### config.mk
export PLATFORM = sky130hd
export DESIGN_NAME = ulpi_reg_seq
export DESIGN_NICKNAME = d
export VERILOG_FILES = /design/src/rtl/ulpi_reg_seq_pkg.sv /design/src/rtl/ulpi_rr_arb.sv /design/src/rtl/ulpi_reg_seq.sv
export SDC_FILE = /design/constraint.sdc
export NUM_CORES = 1
export LEC_CHECK = 0
export ABC_AREA = 1
export BUFFER_PORTS_ARGS = -buffer_cell sky130_fd_sc_hd__clkbuf_2
export CORE_UTILIZATION = 52
export CTS_BUF_LIST = sky130_fd_sc_hd__clkbuf_4 sky130_fd_sc_hd__clkbuf_8 sky130_fd_sc_hd__clkbuf_16
export CTS_CLUSTER_SIZE = 25
export DETAILED_ROUTE_END_ITERATION = 8
export PLACE_DENSITY_LB_ADDON = 0.1
export SETUP_SLACK_MARGIN = 0.02
export SYNTH_ARGS = -nofsm -noshare
export SYNTH_HDL_FRONTEND = slang
export SYNTH_HIERARCHICAL = 1
export SYNTH_SLANG_ARGS = --single-unit
export TNS_END_PERCENT = 1
### constraint.sdc
create_clock -name CLK_60M -period 2.33 [get_ports CLK_60M]
set_input_delay 0.233 -clock CLK_60M [delete_from_list [all_inputs] [get_ports CLK_60M]]
set_output_delay 0.233 -clock CLK_60M [all_outputs]
set_load 0.01 [all_outputs]
### src/rtl/ulpi_reg_seq_pkg.sv
// Shared definitions for the ULPI register sequencer: PHY register
// addresses, the boot table and the sequencer state encoding.
package ulpi_pkg;

  // PHY register addresses used by the sequencer
  localparam logic [5:0] FUNC_CTRL = 6'h04;
  localparam logic [5:0] OTG_CTRL  = 6'h0A;

  // Boot values written to the PHY
  localparam logic [7:0] FUNC_CTRL_RESET = 8'h20;  // PHY reset bit
  localparam logic [7:0] FUNC_CTRL_RUN   = 8'h45;  // FS, TermSelect, SuspendM
  localparam logic [7:0] OTG_CTRL_INIT   = 8'h00;

  // Value the final boot read-back must return
  localparam logic [7:0] BOOT_READ_EXPECT = 8'h45;

  // Index of the last boot step (the read-back)
  localparam logic [1:0] BOOT_LAST_STEP = 2'd3;

  // Bit of FUNC_CTRL that resets the PHY and drops ULPI ready
  localparam int PHY_RESET_BIT = 5;

  typedef struct packed {
    logic       rw;     // 1 = write, 0 = read
    logic [5:0] addr;
    logic [7:0] wdata;
  } boot_step_t;

  typedef enum logic [2:0] {
    WAIT_RDY,
    INIT_ISSUE,
    INIT_WAIT,
    INIT_CHECK,
    IDLE,
    ARB_ISSUE,
    ARB_WAIT,
    FAILED
  } state_t;

  // Boot table lookup: writes first, read-back of FUNC_CTRL last
  function automatic boot_step_t boot_step(input logic [1:0] idx);
    boot_step_t s;
    case (idx)
      2'd0:    s = '{rw: 1'b1, addr: FUNC_CTRL, wdata: FUNC_CTRL_RESET};
      2'd1:    s = '{rw: 1'b1, addr: FUNC_CTRL, wdata: FUNC_CTRL_RUN};
      2'd2:    s = '{rw: 1'b1, addr: OTG_CTRL,  wdata: OTG_CTRL_INIT};
      default: s = '{rw: 1'b0, addr: FUNC_CTRL, wdata: 8'h00};
    endcase
    return s;
  endfunction

endpackage

### src/rtl/ulpi_rr_arb.sv
// Two-way round-robin arbiter. The priority pointer names the requester
// that wins a tie; it moves to the other requester after every grant.
module ulpi_rr_arb
  import ulpi_pkg::*;
(
  input  logic       CLK_60M,
  input  logic       RST_USB,
  input  logic [1:0] req_vec,
  output logic       gnt_valid,
  output logic       gnt_id
);

  logic prio_q;

  // Pick the priority holder if it requests, otherwise the other one
  always_comb begin
    gnt_valid = |req_vec;
    gnt_id    = req_vec[prio_q] ? prio_q : ~prio_q;
  end

  // After a grant the requester not just served gets priority
  always_ff @(posedge CLK_60M) begin
    if (RST_USB) begin
      prio_q <= 1'b0;
    end else if (gnt_valid) begin
      prio_q <= ~gnt_id;
    end
  end

endmodule

### src/rtl/ulpi_reg_seq.sv
// ULPI register sequencer: runs the PHY boot table once after reset, then
// serves register accesses from two requesters with round-robin grant.
// Every access is retried on PHY abort or timeout before it is reported
// as an error.
module ulpi_reg_seq
  import ulpi_pkg::*;
#(
  parameter int MAX_RETRY = 3,
  parameter int TIMEOUT   = 255
) (
  input  logic        CLK_60M,
  input  logic        RST_USB,
  input  logic        ULPI_READY,
  output logic        REG_EN,
  output logic        REG_RW,
  output logic [5:0]  REG_ADDR,
  output logic [7:0]  REG_WDATA,
  input  logic [7:0]  REG_RDATA,
  input  logic        REG_DONE,
  input  logic        REG_FAIL,
  input  logic [1:0]  REQ_EN,
  input  logic [1:0]  REQ_RW,
  input  logic [11:0] REQ_ADDR,
  input  logic [15:0] REQ_WDATA,
  output logic [1:0]  REQ_DONE,
  output logic [1:0]  REQ_ERR,
  output logic [7:0]  REQ_RDATA,
  output logic        INIT_DONE,
  output logic        INIT_ERR
);

  localparam logic [1:0] RETRY_LAST   = 2'(MAX_RETRY - 1);
  localparam logic [7:0] TIMEOUT_LAST = 8'(TIMEOUT - 1);

  state_t     state_q, state_d;
  logic       rdy_seen_q;
  logic [1:0] step_q;
  logic [1:0] retry_q;
  logic [7:0] tmo_q;
  logic [7:0] rdata_q;

  logic       cap_id_q;
  logic       cap_rw_q;
  logic [5:0] cap_addr_q;
  logic [7:0] cap_wdata_q;

  boot_step_t cur_step;
  logic       in_wait;
  logic       timed_out;
  logic       acc_ok;
  logic       acc_fail;
  logic       last_try;
  logic       boot_match;
  logic       phy_reset_wr;
  logic [1:0] arb_req;
  logic       gnt_valid;
  logic       gnt_id;

  assign cur_step  = boot_step(step_q);
  assign in_wait   = (state_q == INIT_WAIT) || (state_q == ARB_WAIT);
  assign timed_out = (tmo_q >= TIMEOUT_LAST);
  // A simultaneous DONE and FAIL is an abort, so FAIL wins
  assign acc_ok    = in_wait && REG_DONE && !REG_FAIL;
  assign acc_fail  = in_wait && (REG_FAIL || (!REG_DONE && timed_out));
  assign last_try  = (retry_q >= RETRY_LAST);
  assign boot_match   = (rdata_q == BOOT_READ_EXPECT);
  assign phy_reset_wr = cap_rw_q && (cap_addr_q == FUNC_CTRL) && cap_wdata_q[PHY_RESET_BIT];

  // A requester whose completion pulse is on this cycle has not yet had a
  // chance to drop its level request, so it is masked for one cycle.
  assign arb_req = (state_q == IDLE) ? (REQ_EN & ~(REQ_DONE | REQ_ERR)) : 2'b00;

  ulpi_rr_arb u_rr_arb (
    .CLK_60M   (CLK_60M),
    .RST_USB   (RST_USB),
    .req_vec   (arb_req),
    .gnt_valid (gnt_valid),
    .gnt_id    (gnt_id)
  );

  // State register
  always_ff @(posedge CLK_60M) begin
    if (RST_USB) begin
      state_q <= WAIT_RDY;
    end else begin
      state_q <= state_d;
    end
  end

  // Next-state decision for boot, arbitration, retry and error handling
  always_comb begin
    state_d = state_q;
    unique case (state_q)
      WAIT_RDY: begin
        if (ULPI_READY && rdy_seen_q) begin
          state_d = INIT_DONE ? IDLE : INIT_ISSUE;
        end
      end
      INIT_ISSUE: begin
        if (ULPI_READY) state_d = INIT_WAIT;
      end
      INIT_WAIT: begin
        if (acc_ok) begin
          if (step_q == 2'd0)                state_d = WAIT_RDY;
          else if (step_q == BOOT_LAST_STEP) state_d = INIT_CHECK;
          else                               state_d = INIT_ISSUE;
        end else if (acc_fail) begin
          state_d = last_try ? FAILED : INIT_ISSUE;
        end
      end
      INIT_CHECK: begin
        state_d = boot_match ? IDLE : FAILED;
      end
      IDLE: begin
        if (gnt_valid) state_d = ARB_ISSUE;
      end
      ARB_ISSUE: begin
        if (ULPI_READY) state_d = ARB_WAIT;
      end
      ARB_WAIT: begin
        if (acc_ok) begin
          state_d = phy_reset_wr ? WAIT_RDY : IDLE;
        end else if (acc_fail) begin
          state_d = last_try ? IDLE : ARB_ISSUE;
        end
      end
      FAILED: begin
        state_d = FAILED;
      end
      default: begin
        state_d = WAIT_RDY;
      end
    endcase
  end

  // ULPI-side outputs: the strobe only when ready, the access fields held
  // from the issue cycle until the access ends
  always_comb begin
    REG_EN    = 1'b0;
    REG_RW    = 1'b0;
    REG_ADDR  = 6'h00;
    REG_WDATA = 8'h00;
    unique case (state_q)
      INIT_ISSUE, INIT_WAIT: begin
        REG_EN    = (state_q == INIT_ISSUE) && ULPI_READY;
        REG_RW    = cur_step.rw;
        REG_ADDR  = cur_step.addr;
        REG_WDATA = cur_step.wdata;
      end
      ARB_ISSUE, ARB_WAIT: begin
        REG_EN    = (state_q == ARB_ISSUE) && ULPI_READY;
        REG_RW    = cap_rw_q;
        REG_ADDR  = cap_addr_q;
        REG_WDATA = cap_wdata_q;
      end
      default: begin
        REG_EN = 1'b0;
      end
    endcase
  end

  // Counters, captured request, read data and the registered status pulses
  always_ff @(posedge CLK_60M) begin
    if (RST_USB) begin
      rdy_seen_q  <= 1'b0;
      step_q      <= 2'd0;
      retry_q     <= 2'd0;
      tmo_q       <= 8'h00;
      rdata_q     <= 8'h00;
      cap_id_q    <= 1'b0;
      cap_rw_q    <= 1'b0;
      cap_addr_q  <= 6'h00;
      cap_wdata_q <= 8'h00;
      REQ_DONE    <= 2'b00;
      REQ_ERR     <= 2'b00;
      REQ_RDATA   <= 8'h00;
      INIT_DONE   <= 1'b0;
      INIT_ERR    <= 1'b0;
    end else begin
      REQ_DONE <= 2'b00;
      REQ_ERR  <= 2'b00;

      rdy_seen_q <= (state_q == WAIT_RDY) ? ULPI_READY : 1'b0;

      if (REG_EN) begin
        tmo_q <= 8'h00;
      end else if (in_wait && (tmo_q != 8'hFF)) begin
        tmo_q <= tmo_q + 8'd1;
      end

      if (in_wait) begin
        if (acc_ok) begin
          retry_q <= 2'd0;
        end else if (acc_fail) begin
          retry_q <= last_try ? 2'd0 : retry_q + 2'd1;
        end
      end else if ((state_q != INIT_ISSUE) && (state_q != ARB_ISSUE)) begin
        retry_q <= 2'd0;
      end

      if ((state_q == INIT_WAIT) && acc_ok) begin
        rdata_q <= REG_RDATA;
        if (step_q != BOOT_LAST_STEP) step_q <= step_q + 2'd1;
      end

      if ((state_q == INIT_WAIT) && acc_fail && last_try) begin
        INIT_ERR <= 1'b1;
      end

      if (state_q == INIT_CHECK) begin
        if (boot_match) INIT_DONE <= 1'b1;
        else            INIT_ERR  <= 1'b1;
      end

      if (gnt_valid) begin
        cap_id_q    <= gnt_id;
        cap_rw_q    <= REQ_RW[gnt_id];
        cap_addr_q  <= gnt_id ? REQ_ADDR[11:6] : REQ_ADDR[5:0];
        cap_wdata_q <= gnt_id ? REQ_WDATA[15:8] : REQ_WDATA[7:0];
      end

      if ((state_q == ARB_WAIT) && acc_ok) begin
        REQ_DONE[cap_id_q] <= 1'b1;
        REQ_RDATA          <= cap_rw_q ? 8'h00 : REG_RDATA;
      end

      if ((state_q == ARB_WAIT) && acc_fail && last_try) begin
        REQ_ERR[cap_id_q] <= 1'b1;
      end
    end
  end

endmodule

==> flow_summary.toml, run 1 <==
[status]
status = "finished, final reports clean"

[critical_path]
slowest_delay_ps = 460
path_max_fanout = 6
cp.arrival_ps = 1870
path_delay_family = "simple AND/OR/NAND/NOR gates"
worstSetupPathType = "reg -> out"
end_kind = "output pin"
crit_buf_inv = 3
cp_data_required_time_ps = 2100
start_kind = "flop"
slowest_stage = "dfxtp_1"
path_cells = "inv_1 -> nand2_1 -> nor2_1 -> nor2_1 -> inv_1 -> nand2_1 -> o21ai_0 -> clkbuf_2"

[timing]
hold_viol_final = 0
layout_setup_ws_ps = 229
fmax_ghz = 0.476
layout_worst_path_cycle_share_pct = 90.2
slew_headroom_pct = 58.2
worst_pin_slew_ps = 623
skew_ps = 6.69
finalMaxSlewViolations = 0
grt_setup_unrepaired = "no"
finalCriticalPeriod_ps = 2100
finalSetupViolCount = 0
tns_ps = 0

[placed_design]
preCtsSetupSlack_ps = 378
port_buffers = 74
gp_congestion = 0.910
place_area_um2 = 3210
dp_hpwl_mm = 4.88

[floorplanning]
initial_core_util_pct = 54.0
fp-row-count = 26
die_w_um = 75.1
die_h_um = 75.1
core_area_um2 = 5140
dieArea_um2 = 5640
ios = 75

[synthesis]
yosysWarnings = 6
syn-cell-area_um2 = 2780
synthTopCellsByArea = "dfxtp_1 (40%), nand2_1 (12%), inv_1 (8.6%), nand3_1 (6.7%), nor2_1 (6.6%)"
synth_nets = 464
seq_area_frac_synth_pct = 39.6
ys_ff_latch = 55
ys_types = 31
syn_inst = 411
synth.avg_cell_area_um2 = 6.76
netlist.area_leader.share_pct = 39.6
yosysTopAreaCell = "dfxtp_1"

[clock_tree]
cts_resized = 0
insertion_delay_ps = 310
postCtsSetupBuffers = 0
cts_tree = "yes"
cts.clk_slew.worst_paths_ps = 90
cts_root_buf = "clkbuf_8"
cts_buffers = 5
hold_buffers = 0
clk_path_buf_depth = 2
htreeDepth = 2
cts.sinks = 55

[grt]
met1_usage_pct = 33.7
use_met2_pct = 41.0
grt_pass1_wl_mm = 10.7
grt_use_total_pct = 25.0
grt_max_degree = 33
antenna_found_initial = 0
grt_pass1_vias = 2365
globalRouteMet3Util_pct = 4.55
grt.busiest_layer = "met2"
grt_overflow = 0

[power_and_ir_drop]
peakVddDrop_mv = 0.340
power.leakage_nw = 1.59
p_seq_share_pct = 46.4
p_clk_share_pct = 24.3
p_switching_mw = 0.908
switching_share_pct = 35.1
powerDensity_nw_per_um2 = 779
internal_power_mw = 1.68
p_comb_share_pct = 29.4

[min_path]
min-delay-path-class = "in -> reg"

[run]
maxCapViolations = 0

[final_layout]
fill_cells = 511
mostFrequentLayoutCells = "nand2_1 (89), clkbuf_2 (74), inv_1 (64), dfxtp_1 (55), nor2_1 (49)"
final_area_um2 = 3320
final_common_cell = "nand2_1"
antenna-diode-count = 0
finalNetCount = 536
syn2layout_area_growth_pct = 19.5
fin_util_pct = 64.6
drive_above_1_share_pct = 19.9

[detailed_routing]
drt_wl_total_mm = 6.55
drtIter0Drc = 134
wl_per_cell_um = 11.8
drc = 0
drt-vias-per-instance = 5.00
drt-pass1-iter-count = 5
vias = 2763
ant_nets = 0
[stage by stage]
stage	std cells	hold WS, ps	power [mW]
6_report	553	180	2.59
3_3_place_gp	546	437	1.95
5_1_grt	553	182	2.77
4_1_cts	553	172	2.59
2_1_floorplan	411	300	1.75
3_5_place_dp	546	446	1.97
[registers in the layout, summed over array words and instances (netlist names)]
signal,cells
rdy_seen_q,1
REQ_ERR,2
cap_rw_q,1
retry_q,2
INIT_DONE,1
REQ_RDATA,8
REQ_DONE,2
u_rr_arb/prio_q,1
INIT_ERR,1
step_q,2
state_q,3
rdata_q,8
cap_id_q,1
cap_wdata_q,8
cap_addr_q,6
tmo_q,8
[area by class of cell]
class	instances	area (um2)	area share, %
tap	70	87.6	2.64
clock inverter	1	30.0	0.905
inverter	67	251	7.58
sequential	55	1100	33.2
multi-input combinational	276	1370	41.3
clock buffer	6	76.3	2.30
timing repair buffer	78	400	12.1
[power by group through the flow]
| stage | combinational [mW] | clock [mW] | sequential [mW] |
|---|---|---|---|
| after floorplan | 0.571 | 0 | 1.18 |
| after global placement | 0.739 | 0 | 1.21 |
| after detailed placement | 0.753 | 0 | 1.22 |
| after CTS | 0.758 | 0.636 | 1.20 |
| after global routing | 0.883 | 0.671 | 1.22 |
| final | 0.760 | 0.628 | 1.20 |
[path summary, 6_finish.rpt]
| path | startpoint | endpoint | slack (ps) | cells past startpoint |
|---|---|---|---|---|
| worst max register to register | state_q[0] | cap_addr_q[0] | 370 | 10 |
| worst min-delay path | REG_RDATA[6] | REQ_RDATA[6] | 180 | 3 |
| worst min register to register | rdata_q[4] | rdata_q[4] | 460 | 2 |
| worst max-delay path | state_q[0] | REG_WDATA[0] | 230 | 8 |
[worst reg2reg max path, delay by kind of cell, from the launching register on]
| kind | cells | cell delay, ps |
|---|---|---|
| flip-flops | 1 | 380 |
| AND/OR/NAND/NOR | 6 | 1010 |
| buffers and inverters | 2 | 300 |
| AO/OA/AOI/OAI | 2 | 180 |
[layer usage]
layer / part of all wire [%] / wire length (um)
met3: 5.4 / 354
met5: 0 / 0
met1: 47 / 3110
met2: 46 / 3010
met4: 1.1 / 74
[logic make-up after synthesis]
group           synth area share (%)
xor+xnor                       0.946
flops                           39.6
simple gates                    31.4
buf+inv                         10.9
compound gates                  13.5
fa+ha+maj                       3.60
[synth_stat cells (all sizes together)]
library cell	n
nand2	90
inv	66
dfxtp	55
nor2	53
nand3	38
a21oi	25
o21ai	21
o211ai	15
clkbuf	10
ha	8
nor3	8
nand4	4
buf	3
nor4	3
or2	3
o22ai	2
xor2	2
a211oi	1
clkinv	1
nor3b	1
o21a	1
xnor2	1
Note: power is estimated with default switching activity, not from simulation.
==> run 2: changes to the inputs <==
--- a/config.mk
+++ b/config.mk
@@ -6,9 +6,9 @@
 export NUM_CORES = 1
 export LEC_CHECK = 0
 export ABC_AREA = 1
-export BUFFER_PORTS_ARGS = -buffer_cell sky130_fd_sc_hd__clkbuf_2
-export CORE_UTILIZATION = 52
-export CTS_BUF_LIST = sky130_fd_sc_hd__clkbuf_4 sky130_fd_sc_hd__clkbuf_8 sky130_fd_sc_hd__clkbuf_16
+export BUFFER_PORTS_ARGS = -buffer_cell sky130_fd_sc_hd__buf_2
+export CORE_UTILIZATION = 54
+export CTS_BUF_LIST = sky130_fd_sc_hd__clkbuf_8
 export CTS_CLUSTER_SIZE = 25
 export DETAILED_ROUTE_END_ITERATION = 8
 export PLACE_DENSITY_LB_ADDON = 0.1
==> constraint.sdc (replaced) <==
create_clock -name CLK_60M -period 2.1 [get_ports CLK_60M]
set_input_delay 0.21 -clock CLK_60M [delete_from_list [all_inputs] [get_ports CLK_60M]]
set_output_delay 0.21 -clock CLK_60M [all_outputs]
set_load 0.01 [all_outputs]
==> flow_summary.toml, run 2 (synthesized netlist as in run 1, its figures left out) <==
[clock_tree]
cts_buffers = 5
insertion_delay_ps = 310
clk_path_buf_depth = 2
cts.sinks = 55
cts.clk_slew.worst_paths_ps = 100
htreeDepth = 2
cts_tree = "yes"
cts_root_buf = "clkbuf_8"
hold_buffers = 0

[min_path]
min-delay-path-class = "in -> reg"
hp-start = "REG_RDATA[0]"
whs_path_depth = 3
hold_end = "rdata_q[0]"

[power_and_ir_drop]
powerDensity_nw_per_um2 = 901
power_mw = 3.06
power.leakage_nw = 1.63
p_switching_mw = 1.07
p_seq_share_pct = 43.2
internal_power_mw = 1.99
peakVddDrop_mv = 0.506
p_comb_share_pct = 30.1
p_clk_share_pct = 26.6
switching_share_pct = 34.9

[final_layout]
antenna-diode-count = 0
finalNetCount = 538
syn2layout_area_growth_pct = 22.2
mostFrequentLayoutCells = "nand2_1 (89), buf_2 (74), inv_1 (64), dfxtp_1 (53), nor2_1 (47)"
fill_cells = 446
drive_above_1_share_pct = 21.8
final_common_cell = "nand2_1"
regArea_um2 = 1100
multi_input_area_um2 = 1400

[critical_path]
cp.arrival_ps = 1720
start_kind = "flop"
cp_data_required_time_ps = 1890
r2r-start = "state_q[0]"
worstSetupPathType = "reg -> out"
end_kind = "output pin"
path_max_fanout = 6
rrSetupSlack_ps = 180
ff2ff_path_depth = 10
r2r_end = "cap_addr_q[0]"

[timing]
tns_ps = 0
layout_worst_path_cycle_share_pct = 91.9
skew_ps = 11.1
slew_headroom_pct = 60.8
finalSetupViolCount = 0
fmax_ghz = 0.518
worst_pin_slew_ps = 584
hold_viol_final = 0
finalMaxSlewViolations = 0
finalCriticalPeriod_ps = 1930
grt_setup_unrepaired = "no"

[grt]
grt_use_total_pct = 26.9
grt_max_degree = 33
grt_pass1_wl_mm = 11.3
grt_pass1_vias = 2601
grt_overflow = 0
antenna_found_initial = 0

[detailed_routing]
drt_wl_total_mm = 6.97
drt-pass1-iter-count = 4
ant_nets = 0
wl_per_cell_um = 12.6
drt-vias-per-instance = 5.10
vias = 2821
drc = 0
drtIter0Drc = 206

[placed_design]
port_buffers = 74
dp_hpwl_mm = 4.99
gp_congestion = 0.955

[floorplanning]
die_w_um = 73.7
core_area_um2 = 4850
die_h_um = 73.7
ios = 75
initial_core_util_pct = 57.3
fp-row-count = 25
dieArea_um2 = 5430

[run]
maxCapViolations = 0

[status]
status = "finished, final reports clean"
==> run 2: cell count changes in the layout (fill, tap and decap cells not counted), sizes merged <==
cell      previous run  this run
buf                  4        79
clkbuf              80         5
clkinvlp             0         2
bufinv               1         2
==> run 2: power groups by stage <==
| stage | logic [mW] | registers (mW) | clock network, mW |
|---|---|---|---|
| floorplan | 0.634 | 1.31 | 0 |
| global placement | 0.841 | 1.33 | 0 |
| detailed placement | 0.869 | 1.34 | 0 |
| CTS | 0.875 | 1.32 | 0.822 |
| global route | 1.05 | 1.34 | 0.862 |
| finish | 0.922 | 1.32 | 0.814 |
==> run 2: worst max-delay path, cell delays in order (launching register included) <==
cell,delay [ps]
dfxtp_2,410
inv_1,70
nor2_1,120
inv_1,130
nor2_1,170
nor2_2,70
inv_1,90
nand2_1,90
o21ai_0,90
buf_2,160
==> run 2: worst max-delay path by stage <==
stage / start / end / slack, ps / cells after the start
4_1_cts: state_q[0] / REG_WDATA[6] / 60 / 6
5_1_grt: state_q[0] / cap_wdata_q[2] / 10 / 10
6_report: state_q[0] / REG_WDATA[6] / 170 / 9
3_3_place_gp: state_q[0] / cap_rw_q / 290 / 8
2_1_floorplan: state_q[0] / cap_wdata_q[3] / 160 / 12
3_5_place_dp: state_q[0] / cap_rw_q / 110 / 8
==> run 2: routing by layer <==
metal	share of wire, %	routed length, um	GRT usage, %
met1	48	3370	36.5
met2	46	3200	43.9
met3	4.7	326	4.39
met4	1.1	78	7.48
met5	0	0	0
==> run 2: stage by stage <==
| stage | area (um2) | cells | util (%) | setup slack (ps) | hold slack (ps) |
|---|---|---|---|---|---|
| 6_report | 3390 | 553 | 70.0 | 169 | 148 |
| 5_1_grt | 3390 | 553 | 70.0 | 10.8 | 159 |
| 4_1_cts | 3350 | 552 | 69.1 | 62.3 | 152 |
| 3_5_place_dp | 3220 | 544 | 66.3 | 110 | 445 |
| 3_3_place_gp | 3220 | 544 | 66.3 | 292 | 441 |
| 2_1_floorplan | 2780 | 411 | - | 161 | 277 |
==> run 2: repair_timing <==
action / CTS / global route
endpoints found under the setup margin: 0 / 29
gates resized for setup: 0 / 10
buffers inserted: 0 / 0
==> run 2: area by class of cell <==
cell class / instances / area share (%)
clock inverter: 3 / 1.88
timing repair inverter: 1 / 0.221
clock buffer: 5 / 2.03
sequential: 55 / 32.5
inverter: 67 / 7.52
multi-input combinational: 276 / 41.4
tap: 67 / 2.47
timing repair buffer: 79 / 12.0
